--- src/rtl/ins_loader_pkg.sv ---
// Shared definitions for the boot-time instruction loader: FSM encodings,
// default geometry and the header validity rule.
package ins_loader_pkg;

  localparam int DEF_ADDR_W = 8;
  localparam int DEF_NWORDS = 256;
  localparam int CNT_W      = 16;

  typedef enum logic [2:0] {
    LD_IDLE   = 3'd0,
    LD_HDR_HI = 3'd1,
    LD_HDR_LO = 3'd2,
    LD_DATA   = 3'd3,
    LD_WRITE  = 3'd4,
    LD_DONE   = 3'd5,
    LD_ERR    = 3'd6
  } ld_state_e;

  // An image header is usable only if it names between 1 and max_words words.
  function automatic logic hdr_count_ok(input logic [CNT_W-1:0] n,
                                        input logic [31:0]      max_words);
    return (n != '0) && ({16'd0, n} <= max_words);
  endfunction

endpackage

--- src/rtl/ins_loader_word_asm.sv ---
// Big-endian byte-to-word assembler: the 4th shifted byte completes a word,
// which is presented combinationally so the caller can register it on that edge.
module ld_word_asm (
  input  logic        CLK,
  input  logic        RST,
  input  logic        clr_i,
  input  logic        shift_i,
  input  logic [7:0]  byte_i,
  output logic [31:0] word_o,
  output logic        word_full_o
);

  logic [23:0] shift_q, shift_d;
  logic [1:0]  idx_q, idx_d;

  always_comb begin
    shift_d = shift_q;
    idx_d   = idx_q;
    if (clr_i) begin
      idx_d = 2'd0;
    end else if (shift_i) begin
      shift_d = {shift_q[15:0], byte_i};
      idx_d   = idx_q + 2'd1;
    end
  end

  always_ff @(posedge CLK or negedge RST) begin
    if (!RST) begin
      shift_q <= '0;
      idx_q   <= '0;
    end else begin
      shift_q <= shift_d;
      idx_q   <= idx_d;
    end
  end

  // Oldest byte ends up in [31:24]; the current byte fills [7:0].
  assign word_o      = {shift_q, byte_i};
  assign word_full_o = shift_i && (idx_q == 2'd3);

endmodule

--- src/rtl/ins_loader.sv ---
// Streams a length-prefixed image into instruction memory and keeps the core
// in reset until a complete, valid image has been written.
module ins_loader
  import ins_loader_pkg::*;
#(
  parameter int ADDR_W = DEF_ADDR_W,
  parameter int NWORDS = DEF_NWORDS
) (
  input  logic              CLK,
  input  logic              RST,
  input  logic              start,
  input  logic [7:0]        byte_in,
  input  logic              byte_valid,
  output logic              byte_ready,
  output logic [31:0]       W_Ins,
  output logic              WE,
  output logic [ADDR_W-1:0] W_Addr,
  output logic              core_RST,
  output logic              busy,
  output logic              done,
  output logic              err
);

  ld_state_e         state_q, state_d;
  logic [7:0]        cnt_hi_q, cnt_hi_d;
  logic [CNT_W-1:0]  cnt_q, cnt_d;
  logic [CNT_W-1:0]  word_idx_q, word_idx_d;
  logic [31:0]       w_ins_q, w_ins_d;
  logic [ADDR_W-1:0] w_addr_q, w_addr_d;
  logic              we_q, we_d;

  logic              xfer;
  logic [CNT_W-1:0]  hdr_count;
  logic              hdr_ok;
  logic              last_word;
  logic              asm_shift;
  logic              asm_clr;
  logic [31:0]       asm_word;
  logic              word_full;

  assign xfer      = byte_valid && byte_ready;
  assign hdr_count = {cnt_hi_q, byte_in};
  assign hdr_ok    = hdr_count_ok(hdr_count, 32'(NWORDS));
  assign last_word = (word_idx_q == (cnt_q - 16'd1));
  assign asm_shift = (state_q == LD_DATA) && xfer;
  assign asm_clr   = (state_q == LD_HDR_LO) && xfer && hdr_ok;

  ld_word_asm u_word_asm (
    .CLK         (CLK),
    .RST         (RST),
    .clr_i       (asm_clr),
    .shift_i     (asm_shift),
    .byte_i      (byte_in),
    .word_o      (asm_word),
    .word_full_o (word_full)
  );

  // State register
  always_ff @(posedge CLK or negedge RST) begin
    if (!RST) begin
      state_q <= LD_IDLE;
    end else begin
      state_q <= state_d;
    end
  end

  // Next-state logic
  always_comb begin
    state_d = state_q;
    unique case (state_q)
      LD_IDLE:   if (start) state_d = LD_HDR_HI;
      LD_HDR_HI: if (xfer)  state_d = LD_HDR_LO;
      LD_HDR_LO: if (xfer)  state_d = hdr_ok ? LD_DATA : LD_ERR;
      LD_DATA:   if (word_full) state_d = LD_WRITE;
      LD_WRITE:  state_d = last_word ? LD_DONE : LD_DATA;
      LD_DONE:   if (start) state_d = LD_HDR_HI;
      LD_ERR:    if (start) state_d = LD_HDR_HI;
      default:   state_d = LD_IDLE;
    endcase
  end

  // Status outputs decode the current state only
  always_comb begin
    byte_ready = 1'b0;
    busy       = 1'b0;
    done       = 1'b0;
    err        = 1'b0;
    core_RST   = 1'b0;
    unique case (state_q)
      LD_HDR_HI, LD_HDR_LO, LD_DATA: begin
        byte_ready = 1'b1;
        busy       = 1'b1;
      end
      LD_WRITE: busy = 1'b1;
      LD_DONE: begin
        done     = 1'b1;
        core_RST = 1'b1;
      end
      LD_ERR:  err = 1'b1;
      default: ;
    endcase
  end

  // Datapath next-state: header capture, write port and word/address counters
  always_comb begin
    cnt_hi_d   = cnt_hi_q;
    cnt_d      = cnt_q;
    word_idx_d = word_idx_q;
    w_ins_d    = w_ins_q;
    w_addr_d   = w_addr_q;
    we_d       = 1'b0;

    if ((state_q == LD_HDR_HI) && xfer) begin
      cnt_hi_d = byte_in;
    end

    if (asm_clr) begin
      cnt_d      = hdr_count;
      word_idx_d = '0;
      w_addr_d   = '0;
    end

    // WE and the word land on the same edge that accepts the 4th byte.
    if (word_full) begin
      w_ins_d = asm_word;
      we_d    = 1'b1;
    end

    // The address advances only after the write, so it is stable during WE.
    if ((state_q == LD_WRITE) && !last_word) begin
      word_idx_d = word_idx_q + 16'd1;
      w_addr_d   = w_addr_q + ADDR_W'(1);
    end
  end

  always_ff @(posedge CLK or negedge RST) begin
    if (!RST) begin
      cnt_hi_q   <= '0;
      cnt_q      <= '0;
      word_idx_q <= '0;
      w_ins_q    <= '0;
      w_addr_q   <= '0;
      we_q       <= 1'b0;
    end else begin
      cnt_hi_q   <= cnt_hi_d;
      cnt_q      <= cnt_d;
      word_idx_q <= word_idx_d;
      w_ins_q    <= w_ins_d;
      w_addr_q   <= w_addr_d;
      we_q       <= we_d;
    end
  end

  assign W_Ins  = w_ins_q;
  assign W_Addr = w_addr_q;
  assign WE     = we_q;

endmodule

--- config.mk ---
export PLATFORM = sky130hd
export DESIGN_NAME = ins_loader
export DESIGN_NICKNAME = d
export VERILOG_FILES = /design/src/rtl/ins_loader_pkg.sv /design/src/rtl/ins_loader_word_asm.sv /design/src/rtl/ins_loader.sv
export SDC_FILE = /design/constraint.sdc
export NUM_CORES = 1
export LEC_CHECK = 0
export BUFFER_PORTS_ARGS = -buffer_cell sky130_fd_sc_hd__clkbuf_2
export CAP_MARGIN = 10
export CELL_PAD_IN_SITES_DETAIL_PLACEMENT = 1
export CELL_PAD_IN_SITES_GLOBAL_PLACEMENT = 1
export CORE_MARGIN = 2
export CORE_UTILIZATION = 48
export DETAILED_ROUTE_END_ITERATION = 7
export PLACE_DENSITY_LB_ADDON = 0.1
export SLEW_MARGIN = 20
export SYNTH_ARGS = -nofsm -noshare
export SYNTH_HDL_FRONTEND = slang
export SYNTH_HIERARCHICAL = 1
export SYNTH_SLANG_ARGS = --single-unit
export TNS_END_PERCENT = 20
--- constraint.sdc ---
create_clock -name CLK -period 4 [get_ports CLK]
set_input_delay 0.4 -clock CLK [delete_from_list [all_inputs] [get_ports CLK]]
set_output_delay 0.4 -clock CLK [all_outputs]
set_load 0.005 [all_outputs]
# After elaboration in Yosys (flattened, before gate mapping)
# Cells that the tools add are included.
# word_totals
in_bits,12
output_inout_bits,46
word_cells,63
register_bits,110
# classes
n_eq_ne,12
order_cmp,1
n_addsub,4
bitwise,1
muxes,18
n_reduce_logical,18
# ops
cell,count
$mux 16,2
$mux 3,6
$add 16x1->16 const B,1
$eq 16x16->1,1
$le 16x9->1 const B,1
$mux 8,2
$reduce_bool 16->1,1
$sub 16x1->16 const B,1
$pmux 3 s5,1
$eq 3x3->1 const B,3
$add 8x1->8 const B,1
$logic_and 1x1->1,8
$eq 3x2->1 const B,2
$reduce_or 3->1,2
$mux 1,5
$mux 2,2
$ne 2x1->1 const B,2
$ne 2x2->1 const B,2
$reduce_and 4->1,1
$reduce_bool 2->1,2
$reduce_or 4->1,1
$eq 3x1->1 const B,1
$logic_not 3->1,1
$add 2x1->2 const B,1
other kinds (4),4

# Longest topological paths before layout
# depth
word_depth,8
mapped_depth,11
mapped_depth_nobuf,9

# Hierarchy
# The synthesis kept the hierarchy.
# by_module_without_submodules
mod,cells_per_inst,seq_area_each_um2,area_per_inst_um2,n_inst
ins_loader,384,2102.0,4342.9,1
ld_word_asm,68,650.6,1167.4,1

# Least setup slack after synthesis
# No wires, ideal clock.
# synth_timing
kind,input to register
startpoint,input byte_in[7]
endpoint,register u_word_asm.shift_q[0]
setup_slack_ps,951
t_arrival_ps,2924
required_ps,3875
cell_stages,10
n_path_buf,3
setup_time_ps,125
cell_sequence,nor4_1 > nand2_1 > xor2_1 > nand3_1 > nor4b_1 > clkbuf_1 > nor2b_4 > buf_6 > buf_12 > mux2_4
# synth_via
elab_chain_len,5
elab_cells_between_ends,6
classes_between,order compare: 1; bitwise: 1; reduce/logical: 4
# synth_lines
element,line,rtl
start: declaration,ins_loader.sv:12,"input logic [7:0] byte_in,"
$le 16x9->1 / $reduce_bool 16->1 (equally long branches),ins_loader_pkg.sv:22,"return (n != '0) && ({16'd0, n} <= max_words);"
$logic_and 1x1->1 (*),ins_loader_pkg.sv:22,
$logic_and 1x1->1 (*),ins_loader.sv:46,assign asm_clr = (state_q == LD_HDR_LO) && xfer && hdr_ok;
net asm_clr,ins_loader.sv:37,logic asm_clr;
$not 1->1 (no line) (*),--,
$reduce_and 2->1 (no line) (*),--,
end signal: assignment,ins_loader_word_asm.sv:32,shift_q <= shift_d;
end: declaration,ins_loader_word_asm.sv:13,"logic [23:0] shift_q, shift_d;"
# Mark *: on every way through the listed nets, which the timed path passes. The rest lies on a longest branch.
# A chain may end at the register's enable or synchronous reset.

# Final worst setup path
# layout_timing
startpoint,register cnt_q[0]
endpoint,"register w_addr_q[0], in the netlist W_Addr[0]"
# layout_via
elab_chain_len,5
elab_cells_between_ends,6
classes_between,add/sub: 1; eq/ne: 1; mux: 1; reduce/logical: 3
# layout_lines
element,line,rtl
start: declaration,ins_loader.sv:26,"logic [CNT_W-1:0] cnt_q, cnt_d;"
start signal: assignment,ins_loader.sv:146,cnt_q <= cnt_d;
$sub 16x1->16 (*),ins_loader.sv:44,assign last_word = (word_idx_q == (cnt_q - 16'd1));
$eq 16x16->1 (*),ins_loader.sv:44,
$logic_not 1->1 (*),ins_loader.sv:130,if ((state_q == LD_WRITE) && !last_word) begin
$logic_and 1x1->1 (*),ins_loader.sv:130,
$mux 8 / $reduce_bool 2->1 (equally long branches),--,
end signal: assignment,ins_loader.sv:149,w_addr_q <= w_addr_d;
end: declaration,ins_loader.sv:29,"logic [ADDR_W-1:0] w_addr_q, w_addr_d;"
# Every way passes the cells marked *; elsewhere a longest branch is shown, timed or not.

==> results.toml <==
[route]
drtAntennaViolNets = 0
routedWlPerCell_um = 19.3
first_pass_iters = 4
drc_errors = 0
vias_per_cell = 5.64
via_count = 3629
drt_iter0_markers = 160
drt_wl_total_um = 12500

[global_route]
grt_max_degree = 51
grt_usage_pct = 21.6
antenna_found_initial = 0
grt_pass1_wl_um = 21200
use_met3_pct = 3.17
use_met2_pct = 35.3
grt_use_met1_pct = 29.5
grt_pass1_vias = 3845
grt-busiest-layer = "met2"
overflow = 0

[pwr]
power_w = 0.00393
p_leak_nw = 2.90
pwr_density_cell_mw_per_mm2 = 645
vdd_drop_max_mv = 0.420

[clocking]
cts_setup_buffers = 0
cts_root_buf = "clkbuf_16"
clk_path_buf_depth = 2
clk_pin_slew_ps = 70
clock_latency_ps = 360
hold_buffers = 0
cts_buffers = 9
post_cts_resized = 0
cts_tree = "done"
htree_levels = 3
cts_sinks = 110

[setup_path]
cp-end-kind = "flip-flop"
r2r_setup_slack_ps = 810
cp_cell_sequence = "inv_1 > ha_1 > or4b_2 > nor4_4 > xnor2_1 > nor4_2 > o2111ai_1 > a21oi_4 > mux2_2"
reg2reg_depth = 9
slowest_stage = "or4b_2"
required_ps = 4290
crit_path_end = "W_Addr[0]"
critPathLaunchType = "flip-flop"
cp.arrival_ps = 3490
crit_start = "cnt_q[0]"
cp_max_fo = 18
r2r_end = "W_Addr[0]"
r2r-start = "cnt_q[0]"
worstSetupPathType = "reg -> reg"
slowest_delay_ps = 640

[timing]
setup_viol_count_final = 0
timing.final.ws_setup_ps = 806
post-route-period-util_pct = 79.9
setup_tns_ps = 0
report.final.slew_viol_count = 0
fin_worst_skew_ps = 6.55
grt_setup_unrepaired = "false"
final-hold-violation-count = 0
final.min_clock_period_ps = 3190
max_freq_ghz = 0.313
whs_ps = 72.9
worstMarginPinSlew_ps = 1120
slew_headroom_pct = 25.1

[logic_synthesis]
yosysSeqAreaShare_pct = 50.0
synth_xor_area_share_pct = 4.61
ys_ff_latch = 110
syn_nets = 468
yosysMostFrequentCell = "dfrtp_1"
synth_top_area_share_pct = 50.0
synth_common_cells = "dfrtp_1 (110), mux2_2 (54), nand2_1 (23), nor2_1 (21), mux2_4 (20)"
yosys.area_share.simple_pct = 14.4
synth_top_family_by_area = "multiplexers"
async_reset_ff_share_pct = 100
ys_types = 54
synth_area_mm2 = 0.00551
synthFlopType = "dfrtp_1"
synthAdderAreaFrac_pct = 0.908
yosys_warnings = 6
synth_edf_count = 0
synth.area.mux_share_pct = 18.1
yosys.area.top_type = "dfrtp_1"
syn_inst = 452
avgSynthCellArea_um2 = 12.2
ys_top_cells_by_area = "dfrtp_1 (50%), mux2_2 (11%), mux2_4 (5.4%)"
synth_compound_area_share_pct = 7.33

[floorplanning]
fp.dieW_um = 111
start_util_pct = 48.7
io_pins = 58
dieArea_mm2 = 0.0124
fp-row-count = 39
core_mm2 = 0.0113
die_h_um = 111

[final_layout]
final_nets = 512
fin_util_pct = 53.8
syn_to_final_growth_pct = 10.6
layout-drive-gt1-share_pct = 33.7
diodes = 0

[hold_path]
hold_path_class = "in -> async"

[placement]
dp_hpwl_um = 8770
portBuffers = 57
pre_cts_slack_ps = 789
gp_congestion = 0.826

[flow_run]
maxCapViolCount = 0

[outcome]
outcome = "complete, no violations"
-- area by class of cell --
cell class              count  area, um2
flip-flops and latches    110       2750
clock buffers              11        243
clock inverters             5       41.3
fillers                  1203       5230
multi-input cells         304       2510
well taps                 143        179
inverters                   6       22.5
repair buffers             65        348
-- metal layers --
| layer | share of wire, % | vias up | wire length, um |
|---|---|---|---|
| met3 | 2.7 | 15 | 341 |
| met2 | 49 | 49 | 6140 |
| met1 | 46 | 1854 | 5750 |
| met5 | 0 | - | 0 |
| met4 | 1.8 | 0 | 229 |
| li1 | - | 1711 | - |
-- power by group --
part           total (W)  switching (W)  internal [W]
registers        0.00183       0.000345       0.00148
logic            0.00123       0.000529      0.000697
clock network   0.000877       0.000431      0.000446
-- critical path: cells and delay by family (launching register included) --
kind	cells	cell delay (ps)
adders and majority gates	1	200
xor gates and xnor gates	1	120
AOI/OAI and AO/OA	2	890
DFF	1	410
buffers and inverters	1	90
muxes	1	250
and+or+nand+nor	3	1150
-- kinds of logic after synthesis --
logic type,after synthesis
buffers and inverters,38
DFF,110
adders and majority gates,4
xor gates and xnor gates,29
muxes,83
and+or+nand+nor,136
AOI/OAI and AO/OA,52
-- sequential cells by signal, indices dropped and copies added, names as in the netlist --
name and cells:
cnt_hi_q 8, word_idx_q 16, WE 1, state_q 3, W_Ins 32, u_word_asm/idx_q 2
cnt_q 16, u_word_asm/shift_q 24, W_Addr 8
-- metrics by stage --
| step | instance area (um2) | cells |
|---|---|---|
| floorplan | 5510 | 452 |
| global placement | 5810 | 628 |
| detailed placement | 5810 | 628 |
| CTS | 6090 | 644 |
| global route | 6090 | 644 |
| finish | 6090 | 644 |
-- how the worst min path moves through the flow --
stage	slack (ps)	end
2_1_floorplan	100	WE
3_3_place_gp	470	state_q[0]
3_5_place_dp	470	W_Ins[22]
4_1_cts	90	W_Ins[22]
5_1_grt	110	W_Ins[30]
6_report	70	W_Ins[30]
-- cells in the final DEF (no fill, tap or decap), types with 7 or more instances in the layout --
cell type	Yosys	final
a221o_1	9	9
buf_4	10	9
clkbuf_16	0	9
clkbuf_2	0	56
dfrtp_1	110	110
mux2_2	54	54
mux2_4	20	20
mux2i_1	9	9
nand2_1	23	23
nand2b_1	7	7
nand3_1	12	12
nor2_1	21	21
nor2b_1	12	12
nor3_1	13	13
nor4_1	8	8
o21ai_0	11	11
xnor2_1	14	14
xor2_1	15	15
No activity file was read; power rests on OpenSTA's default activity.
